==> src/rtl/spi_master_pkg.sv <==
// spi_master_pkg: CS FSM state encoding and SPI mode decode helpers
package spi_master_pkg;
  typedef enum logic [1:0] {IDLE, TRANSFER, CS_INACTIVE} state_t;
  function automatic logic cpol(input int mode);
    return (mode & 2) != 0;
  endfunction
  function automatic logic cpha(input int mode);
    return (mode & 1) != 0;
  endfunction
endpackage

==> src/rtl/spi_master_byte.sv <==
// spi_master_byte: single-byte full-duplex SPI engine with SCLK generation and shift registers
// Bit order is LSB first when SPI_MASTER_LSB_FIRST_EN is defined, MSB first otherwise.
module spi_master_byte
  import spi_master_pkg::*;
#(
  parameter int SPI_MODE          = 0,
  parameter int CLKS_PER_HALF_BIT = 2
) (
  input  logic       i_clk,
  input  logic       i_rst_n,
  input  logic [7:0] tx_byte,
  input  logic       tx_dv,
  output logic       tx_ready,
  output logic       rx_dv,
  output logic [7:0] rx_byte,
  output logic       spi_clk,
  input  logic       miso,
  output logic       mosi
);
  localparam logic CPOL = cpol(SPI_MODE);
  localparam logic CPHA = cpha(SPI_MODE);
  localparam int HW = $clog2(2 * CLKS_PER_HALF_BIT);
`ifdef SPI_MASTER_LSB_FIRST_EN
  function automatic logic out_bit(input logic [7:0] b);
    return b[0];
  endfunction
  function automatic logic [7:0] tx_next(input logic [7:0] b);
    return {1'b0, b[7:1]};
  endfunction
  function automatic logic [7:0] rx_next(input logic [7:0] b, input logic d);
    return {d, b[7:1]};
  endfunction
`else
  function automatic logic out_bit(input logic [7:0] b);
    return b[7];
  endfunction
  function automatic logic [7:0] tx_next(input logic [7:0] b);
    return {b[6:0], 1'b0};
  endfunction
  function automatic logic [7:0] rx_next(input logic [7:0] b, input logic d);
    return {b[6:0], d};
  endfunction
`endif
  logic [HW-1:0] clk_cnt;
  logic [4:0] edge_cnt;
  logic [7:0] tx_sr, rx_sr;
  logic [2:0] rx_cnt;
  logic lead, trail, shift, sample;
  assign lead   = edge_cnt != 0 && clk_cnt == HW'(CLKS_PER_HALF_BIT - 1);
  assign trail  = edge_cnt != 0 && clk_cnt == HW'(2 * CLKS_PER_HALF_BIT - 1);
  assign shift  = CPHA ? lead : trail;
  assign sample = CPHA ? trail : lead;
  always_ff @(posedge i_clk or negedge i_rst_n) begin
    if (!i_rst_n) begin
      tx_ready <= 1'b0;
      edge_cnt <= '0;
      clk_cnt  <= '0;
      spi_clk  <= CPOL;
      mosi     <= 1'b0;
      tx_sr    <= '0;
      rx_sr    <= '0;
      rx_cnt   <= '0;
      rx_dv    <= 1'b0;
      rx_byte  <= '0;
    end else begin
      rx_dv <= 1'b0;
      if (tx_dv && tx_ready) begin
        tx_ready <= 1'b0;
        edge_cnt <= 5'd16;
        clk_cnt  <= '0;
        rx_cnt   <= '0;
        tx_sr    <= CPHA ? tx_byte : tx_next(tx_byte);
        mosi     <= CPHA ? mosi : out_bit(tx_byte);
      end else if (edge_cnt != 0) begin
        clk_cnt <= trail ? '0 : clk_cnt + 1'b1;
        if (lead || trail) begin
          edge_cnt <= edge_cnt - 1'b1;
          spi_clk  <= ~spi_clk;
        end
        if (shift) begin
          mosi  <= out_bit(tx_sr);
          tx_sr <= tx_next(tx_sr);
        end
        if (sample) begin
          rx_sr  <= rx_next(rx_sr, miso);
          rx_cnt <= rx_cnt + 1'b1;
          if (rx_cnt == 3'd7) begin
            rx_dv   <= 1'b1;
            rx_byte <= rx_next(rx_sr, miso);
          end
        end
      end else begin
        tx_ready <= 1'b1;
      end
    end
  end
endmodule

==> src/rtl/spi_master_maquina_estats_mlf.sv <==
// spi_master_maquina_estats_mlf: SPI master with CS burst FSM around a byte engine
// Bit order selectable with SPI_MASTER_LSB_FIRST_EN (handled inside the byte engine).
module spi_master_maquina_estats_mlf
  import spi_master_pkg::*;
#(
  parameter int SPI_MODE          = 0,
  parameter int CLKS_PER_HALF_BIT = 2,
  parameter int MAX_BYTES_PER_CS  = 2,
  parameter int CS_INACTIVE_CLKS  = 1,
  localparam int CW = $clog2(MAX_BYTES_PER_CS + 1)
) (
  input  logic          i_clk,
  input  logic          i_rst_n,
  input  logic [CW-1:0] i_TX_count,
  input  logic [7:0]    i_TX_Byte,
  input  logic          i_TX_DV,
  output logic          o_TX_Ready,
  output logic [CW-1:0] o_RX_count,
  output logic          o_RX_DV,
  output logic [7:0]    o_RX_Byte,
  output logic          o_SPI_clk,
  input  logic          i_SPI_MISO,
  output logic          o_SPI_MOSI,
  output logic          o_SPI_CS_n
);
  localparam int IW = $clog2(CS_INACTIVE_CLKS + 1);
  state_t state, state_nxt;
  logic [CW-1:0] cnt, cnt_nxt;
  logic [IW-1:0] inact, inact_nxt;
  logic cs_nxt, eng_ready, eng_dv, accept_ok;
  assign accept_ok  = eng_ready && (state == IDLE || (state == TRANSFER && cnt != '0));
  assign eng_dv     = i_TX_DV && accept_ok;
  assign o_TX_Ready = !i_TX_DV && accept_ok;
  spi_master_byte #(
    .SPI_MODE(SPI_MODE),
    .CLKS_PER_HALF_BIT(CLKS_PER_HALF_BIT)
  ) u_byte (
    .i_clk(i_clk),
    .i_rst_n(i_rst_n),
    .tx_byte(i_TX_Byte),
    .tx_dv(eng_dv),
    .tx_ready(eng_ready),
    .rx_dv(o_RX_DV),
    .rx_byte(o_RX_Byte),
    .spi_clk(o_SPI_clk),
    .miso(i_SPI_MISO),
    .mosi(o_SPI_MOSI)
  );
  always_comb begin
    state_nxt = state;
    cnt_nxt   = cnt;
    inact_nxt = inact;
    cs_nxt    = o_SPI_CS_n;
    if (state == IDLE && eng_dv) begin
      cs_nxt    = 1'b0;
      cnt_nxt   = (i_TX_count == '0) ? '0 : i_TX_count - 1'b1;
      state_nxt = TRANSFER;
    end else if (state == TRANSFER && eng_dv) begin
      cnt_nxt = cnt - 1'b1;
    end else if (state == TRANSFER && eng_ready && cnt == '0) begin
      cs_nxt    = 1'b1;
      inact_nxt = IW'(CS_INACTIVE_CLKS);
      state_nxt = CS_INACTIVE;
    end else if (state == CS_INACTIVE) begin
      inact_nxt = inact - 1'b1;
      state_nxt = (inact <= IW'(1)) ? IDLE : CS_INACTIVE;
    end
  end
  always_ff @(posedge i_clk or negedge i_rst_n) begin
    if (!i_rst_n) begin
      state      <= IDLE;
      cnt        <= '0;
      inact      <= '0;
      o_SPI_CS_n <= 1'b1;
      o_RX_count <= '0;
    end else begin
      state      <= state_nxt;
      cnt        <= cnt_nxt;
      inact      <= inact_nxt;
      o_SPI_CS_n <= cs_nxt;
      o_RX_count <= o_SPI_CS_n ? '0 : o_RX_count + CW'(o_RX_DV);
    end
  end
endmodule

==> config.mk <==
export PLATFORM = sky130hd
export DESIGN_NAME = spi_master_maquina_estats_mlf
export DESIGN_NICKNAME = d
export VERILOG_FILES = /design/src/rtl/spi_master_pkg.sv /design/src/rtl/spi_master_byte.sv /design/src/rtl/spi_master_maquina_estats_mlf.sv
export SDC_FILE = /design/constraint.sdc
export NUM_CORES = 1
export LEC_CHECK = 0
export ABC_AREA = 1
export CAP_MARGIN = 10
export CORE_MARGIN = 2
export CORE_UTILIZATION = 48
export CTS_CLUSTER_SIZE = 24
export DETAILED_ROUTE_END_ITERATION = 16
export PLACE_DENSITY = 0.72
export SLEW_MARGIN = 20
export SYNTH_ARGS = -nofsm -noshare
export SYNTH_HDL_FRONTEND = slang
export SYNTH_HIERARCHICAL = 1
export SYNTH_SLANG_ARGS = --single-unit
==> constraint.sdc <==
create_clock -name i_clk -period 1.6 [get_ports i_clk]
set_input_delay 0.16 -clock i_clk [delete_from_list [all_inputs] [get_ports i_clk]]
set_output_delay 0.16 -clock i_clk [all_outputs]
set_load 0.02 [all_outputs]
Yosys cells after proc, flatten, opt, wreduce, memory -nomap -nowiden
Index checks and enable logic that the tools add are counted.

Logic and storage cells: 105. Flip-flop bits (word level): 45. Input port bits: 14. Output and inout port bits: 15.

Reductions and logical operators: 36. Bitwise gates (word level): 4. $add $sub $neg: 7. Eq/ne operators: 7. Muxes and demuxes: 35. Order comparisons: 1.

Operator list (number): 2-bit two-way mux (12); 8-bit two-way mux (3); 2-bit nonzero test (8); 5-bit two-way mux (3); 1-bit two-way mux (14); 1-bit logical AND (11); 2-bit AND reduction (5); 3-bit two-way mux (3); 3-bit AND reduction (3); 2-bit logical NOT (3); 5-bit nonzero test (1); 5-bit by 1-bit subtractor with 5-bit output, second input constant (1); 2-bit by 1-bit == test with 1-bit output, second input constant (2); 2-bit == test, second input constant (2); 2-bit inequality test, second input constant (2); 1-bit NOT (4); 4-bit AND reduction (1); 2-bit by 1-bit subtractor with 2-bit output, second input constant (2); 3-bit by 1-bit adder with 3-bit output, second input constant (1); 3-bit == test, second input constant (1); 3-bit nonzero test (1); 2-bit by 1-bit adder with 2-bit output (1); 2-bit by 1-bit adder with 2-bit output, second input constant (1); 1-bit logical OR (2); other kinds (3) (3).

Longest topological paths before layout
Depth in word-level cells: 8. Mapped depth: 12. Depth with buffers taken out: 11.

Hierarchy
Netlist, hierarchy kept.

Modules (own cells, without submodules): spi_master_byte (area an instance 1697.9 µm², instances 1, cells an instance 187, sequential area each 900.9 µm²); spi_master_maquina_estats_mlf (area an instance 366.6 µm², instances 1, cells an instance 44, sequential area each 176.4 µm²).

Worst setup path before layout
Ideal clock, no wire load.

Kind: register to register. Start point: register cnt[0]. End point: register u_byte.tx_sr[5]. Buffers on the path: 1. Cell stages (with the launch flop): 12. Setup slack: -15 ps. Data arrival time: 1498 ps. Setup time: 117 ps. Clock period less this slack: 1615 ps. Data required time: 1483 ps. Cells stage by stage: dfrtp_1 inv_1 ha_1 nand2_2 nand3_2 nor2_4 nand2_2 inv_1 buf_2 o21ai_0 nand2_2 o21ai_2.

Word-level cells in the longest chain between the ends: 8. Elaborated cells on any way between the ends: 10. Those cells by class: mux (1); reduce/logical (9).

Ends and longest elaborated chain: start, declared (line spi_master_maquina_estats_mlf.sv:28) `logic [CW-1:0] cnt, cnt_nxt;`; start signal, assigned (line spi_master_maquina_estats_mlf.sv:78) `cnt <= cnt_nxt;`; 2-bit nonzero test (*) (line spi_master_maquina_estats_mlf.sv:31) `assign accept_ok = eng_ready && (state == IDLE || (state == TRANSFER && cnt != '0));`; 1-bit logical AND (*) (line spi_master_maquina_estats_mlf.sv:31); 1-bit logical OR (*) (line spi_master_maquina_estats_mlf.sv:31); 1-bit logical AND (*) (line spi_master_maquina_estats_mlf.sv:31); 1-bit logical AND (*) (line spi_master_maquina_estats_mlf.sv:32) `assign eng_dv = i_TX_DV && accept_ok;`; via eng_dv (line spi_master_maquina_estats_mlf.sv:30) `logic cs_nxt, eng_ready, eng_dv, accept_ok;`; 1-bit logical AND (*) (line spi_master_byte.sv:67) `if (tx_dv && tx_ready) begin`; 2-bit nonzero test (no source line); 2-bit AND reduction (no source line); end signal, assigned (line spi_master_byte.sv:72) `tx_sr <= CPHA ? tx_byte : tx_next(tx_byte);`; end signal, assigned (line spi_master_byte.sv:82) `tx_sr <= tx_next(tx_sr);`; end, declared (line spi_master_byte.sv:46) `logic [7:0] tx_sr, rx_sr;`.

The timed path passes the listed nets; every way through them passes the cells marked *. A chain may end at the register's enable or synchronous reset.

Worst setup path in the final report
Start point: register cnt[1]. End point: register u_byte.rx_sr[3].

Word-level cells in the longest chain between the ends: 8.

Ends and longest elaborated chain: 2-bit nonzero test (line spi_master_maquina_estats_mlf.sv:31); 1-bit logical AND (line spi_master_maquina_estats_mlf.sv:31); 1-bit logical OR (line spi_master_maquina_estats_mlf.sv:31); 1-bit logical AND (line spi_master_maquina_estats_mlf.sv:31); 1-bit logical AND (line spi_master_maquina_estats_mlf.sv:32); via eng_dv (line spi_master_maquina_estats_mlf.sv:30); 1-bit logical AND (line spi_master_byte.sv:67); 1-bit NOT (no source line); 3-bit AND reduction (no source line); end signal, assigned (line spi_master_byte.sv:85) `rx_sr <= rx_next(rx_sr, miso);`; end, declared (line spi_master_byte.sv:46).

The timed path passes the listed nets, and every way through them passes these cells.

==> out/qor.csv <==
stage;metric;value;unit
sta;max-slew-margin-rel;83.5;%
final_layout;stdcell_area;0.00271;sq mm
sta;hold_viol;0;
route;post_drt_wl_per_cell;12.1;um
critical_path;crit_path_top_delay_cell;dfrtp_1;
logic_synthesis;synth_ff_type;dfrtp_1;
final_layout;fin_util;66.9;%
sta;period_share;96.8;%
final_layout;area_growth;31.4;%
sta;setup_viol;0;
cts;cts_sinks;43;
route;dr.first_iter.drc_count;115;
grt;globalRouteOverflowTotal;0;
critical_path;path_buf_inv;2;
cts;clkTransAtPathRegs;0.08;ns
logic_synthesis;synth-edff-count;0;
cts;clock_latency;0.29;ns
route;wirelength;4.00;mm
critical_path;crit_family;simple AND/OR/NAND/NOR gates;
logic_synthesis;synth_cell_types;26;
final_layout;fillCellCount;329;
cts;cts_tree;done;
route;vias_per_cell;4.87;
logic_synthesis;synth_seq_area_share;52.2;%
grt;antenna_found_initial;0;
placement;dp_hpwl;2.52;mm
logic_synthesis;synth_area_leaders;dfrtp_1 51%, nand2_1 13%, inv_1 5.3%;
logic_synthesis;synthArstFlopShare;100;%
sta;rsz0062_at_grt;yes;
critical_path;max_stage_delay;0.35;ns
critical_path;worstSetupEndpointType;register;
die;chipWidth;69.6;um
critical_path;crit_chain;inv_1, ha_2, nand2_2, nand3_2, nor2_4, nand2_4, buf_6, nand3_4, nand2_1, o21ai_1;
logic_synthesis;netlist_area;0.00206;sq mm
logic_synthesis;syn_area_per_cell;8.94;sq um
cts;numCtsBuffers;5;
sta;skew;0.00370;ns
sta;slew_viol_final;0;
logic_synthesis;synth_top_area_share;50.9;%
critical_path;cp-start-kind;register;
power;power_density;1800;mW/mm^2
cts;cts_buffer_depth;2;
logic_synthesis;yosys.area.top_type;dfrtp_1;
status;outcome;completed;
critical_path;timing_worst_setup_path_type;reg2reg;
sta;tightest_slew;0.247;ns
logic_synthesis;syn_nets;252;
cts;clockRootBuffer;clkbuf_8;
grt;grt_pass1_vias;1545;
die;rows;23;
cts;htree_levels;2;
run;cap_violations;0;
route;vias;1612;
sta;fin_crit;1.55;ns
critical_path;critPathArrivalTime;1.77;ns
die;ioPinCount;29;
placement;gp_congestion;0.763;
power;power.total;0.00489;W
power;p_leak;1.33;nW
grt;grt_max_degree;44;
placement;io_buffers;28;
final_layout;finalNetCount;301;
route;firstDrtPassIters;4;
die;core_area;0.00406;sq mm
critical_path;cp.required;1.82;ns
logic_synthesis;yosysWarnings;6;
final_layout;diodes;0;
logic_synthesis;ys_ff_latch;43;
sta;fmax;646;MHz
grt;track_usage;17.4;%
placement;place_area;0.00244;sq mm
die;start_util;50.9;%
die;die_area;0.00484;sq mm
final_layout;drive_gt1_share;23.1;%
placement;dp.cells;312;
route;ant_nets;0;
placement;dpl_worst_slack;-0.0413;ns
final_layout;instances_no_fill;331;
power;peakVddDrop;0.000776;V
grt;grt_pass1_wl;6.85;mm
critical_path;critPathMaxFanout;6;
route;post-route-drc-count;0;
hold_path;hp-class;in2async;
logic_synthesis;syn_inst;231;
sta;timing.final.ws_setup;0.0519;ns
die;die-height;69.6;um
sequential cells by signal (all words and copies together) (netlist names):
register / count
u_byte/rx_byte: 8
u_byte/rx_sr: 7
u_byte/tx_sr: 7
u_byte/edge_cnt: 5
u_byte/rx_cnt: 3
cnt: 2
o_RX_count: 2
state: 2
u_byte/clk_cnt: 2
o_SPI_CS_n: 1
u_byte/mosi: 1
u_byte/rx_dv: 1
u_byte/spi_clk: 1
u_byte/tx_ready: 1
final timing paths:
path                              startpoint           endpoint  slack, ns  cells after the start
setup / recovery                      cnt[1]    u_byte/rx_sr[3]       0.05                     10
hold / removal                       i_rst_n    u_byte/tx_sr[7]       0.36                      3
setup reg to reg                      cnt[1]    u_byte/rx_sr[3]       0.05                     10
hold reg to reg            u_byte/rx_byte[7]  u_byte/rx_byte[7]       0.49                      2
max in group asynchronous            i_rst_n         o_SPI_CS_n       0.97                      3
min in group i_clk              i_TX_Byte[0]    u_byte/tx_sr[1]       0.44                      3
synthesized netlist by cell type (2+ instances only):
cell type / n
nor2_1: 6
nand2_4: 2
o21ai_0: 9
nand2_2: 3
o21ai_1: 17
dfrtp_1: 42
ha_1: 7
inv_2: 2
nand3_1: 14
nor2_4: 2
nand4_1: 5
inv_1: 29
buf_6: 2
o21ai_2: 5
nand2_1: 71
nand3_4: 2
buf_2: 3
xnor2_1: 2
placed cells by master, fill, tap and decap left out, drive strengths merged:
| master | count |
|---|---|
| dlygate4sd3 | 1 |
| nand3b | 2 |
| dfstp | 1 |
| clkinv | 1 |
| dfrtp | 42 |
| o21ai | 31 |
| nor2 | 8 |
| a21oi | 2 |
| nand3 | 19 |
| or2 | 1 |
| clkdlybuf4s50 | 25 |
| xnor2 | 2 |
| ha | 7 |
| dlygate4sd2 | 1 |
| nand4 | 5 |
| buf | 18 |
| clkinvlp | 1 |
| clkbuf | 7 |
| inv | 31 |
| nand2 | 76 |
cell type report:
cell class | count | area [sq um] | share of cell area, %
flip-flops and latches | 43 | 1080 | 39.7
multi-input cells | 153 | 913 | 33.7
repair buffers | 46 | 453 | 16.7
inverters | 31 | 121 | 4.47
clock buffers | 6 | 72.6 | 2.68
well taps | 50 | 62.6 | 2.31
clock inverters | 2 | 12.5 | 0.461
worst register-to-register path: cells and delay by family, from the launching register on:
kind / cells / cell delay (ns)
AOI/OAI and AO/OA: 1 / 0.08
adders and majority gates: 1 / 0.18
buffers and inverters: 2 / 0.22
DFF: 1 / 0.35
and+or+nand+nor: 6 / 0.64
kinds of logic after synthesis:
logic type	after synthesis	share of synthesized area [%]
simple gates	109	25.8
buf+inv	37	7.82
xor+xnor	2	0.849
compound gates	33	9.09
flops	43	52.2
fa+ha+maj	7	4.24
repair_timing:
action | 4_1_cts | 5_1_grt
cloned | 1 | 2
hold endpoints to repair | 42 | 0
hold buffers | 1 | 0
setup buffers | 0 | 7
pin swaps | 1 | 8
gates resized for setup | 7 | 24
endpoints found under the setup margin | 13 | 29
report_power, final:
group | leakage (nW) | switching (W) | internal (W) | total (W)
clock | 0.0412 | 0.000363 | 0.000305 | 0.000668
sequential | 0.559 | 0.000266 | 0.00150 | 0.00177
combinational | 0.733 | 0.00141 | 0.00105 | 0.00245
total | 1.33 | 0.00204 | 0.00285 | 0.00489
metal layers:
layer | up-vias | routed length (um) | GRT usage (%)
li1 | 840 | - | -
met4 | 0 | 48 | 6.54
met3 | 4 | 152 | 4.65
met1 | 742 | 1870 | 22.1
met2 | 26 | 1930 | 28.5
met5 | - | 0 | 0
through the flow:
step	hold WS, ns	setup TNS, ns
floorplan	-0.136	0
global placement	0.151	0
detailed placement	0.151	-0.114
CTS	0.372	0
global route	0.414	-0.312
finish	0.362	0
No activity file was read; power rests on OpenSTA's default activity.
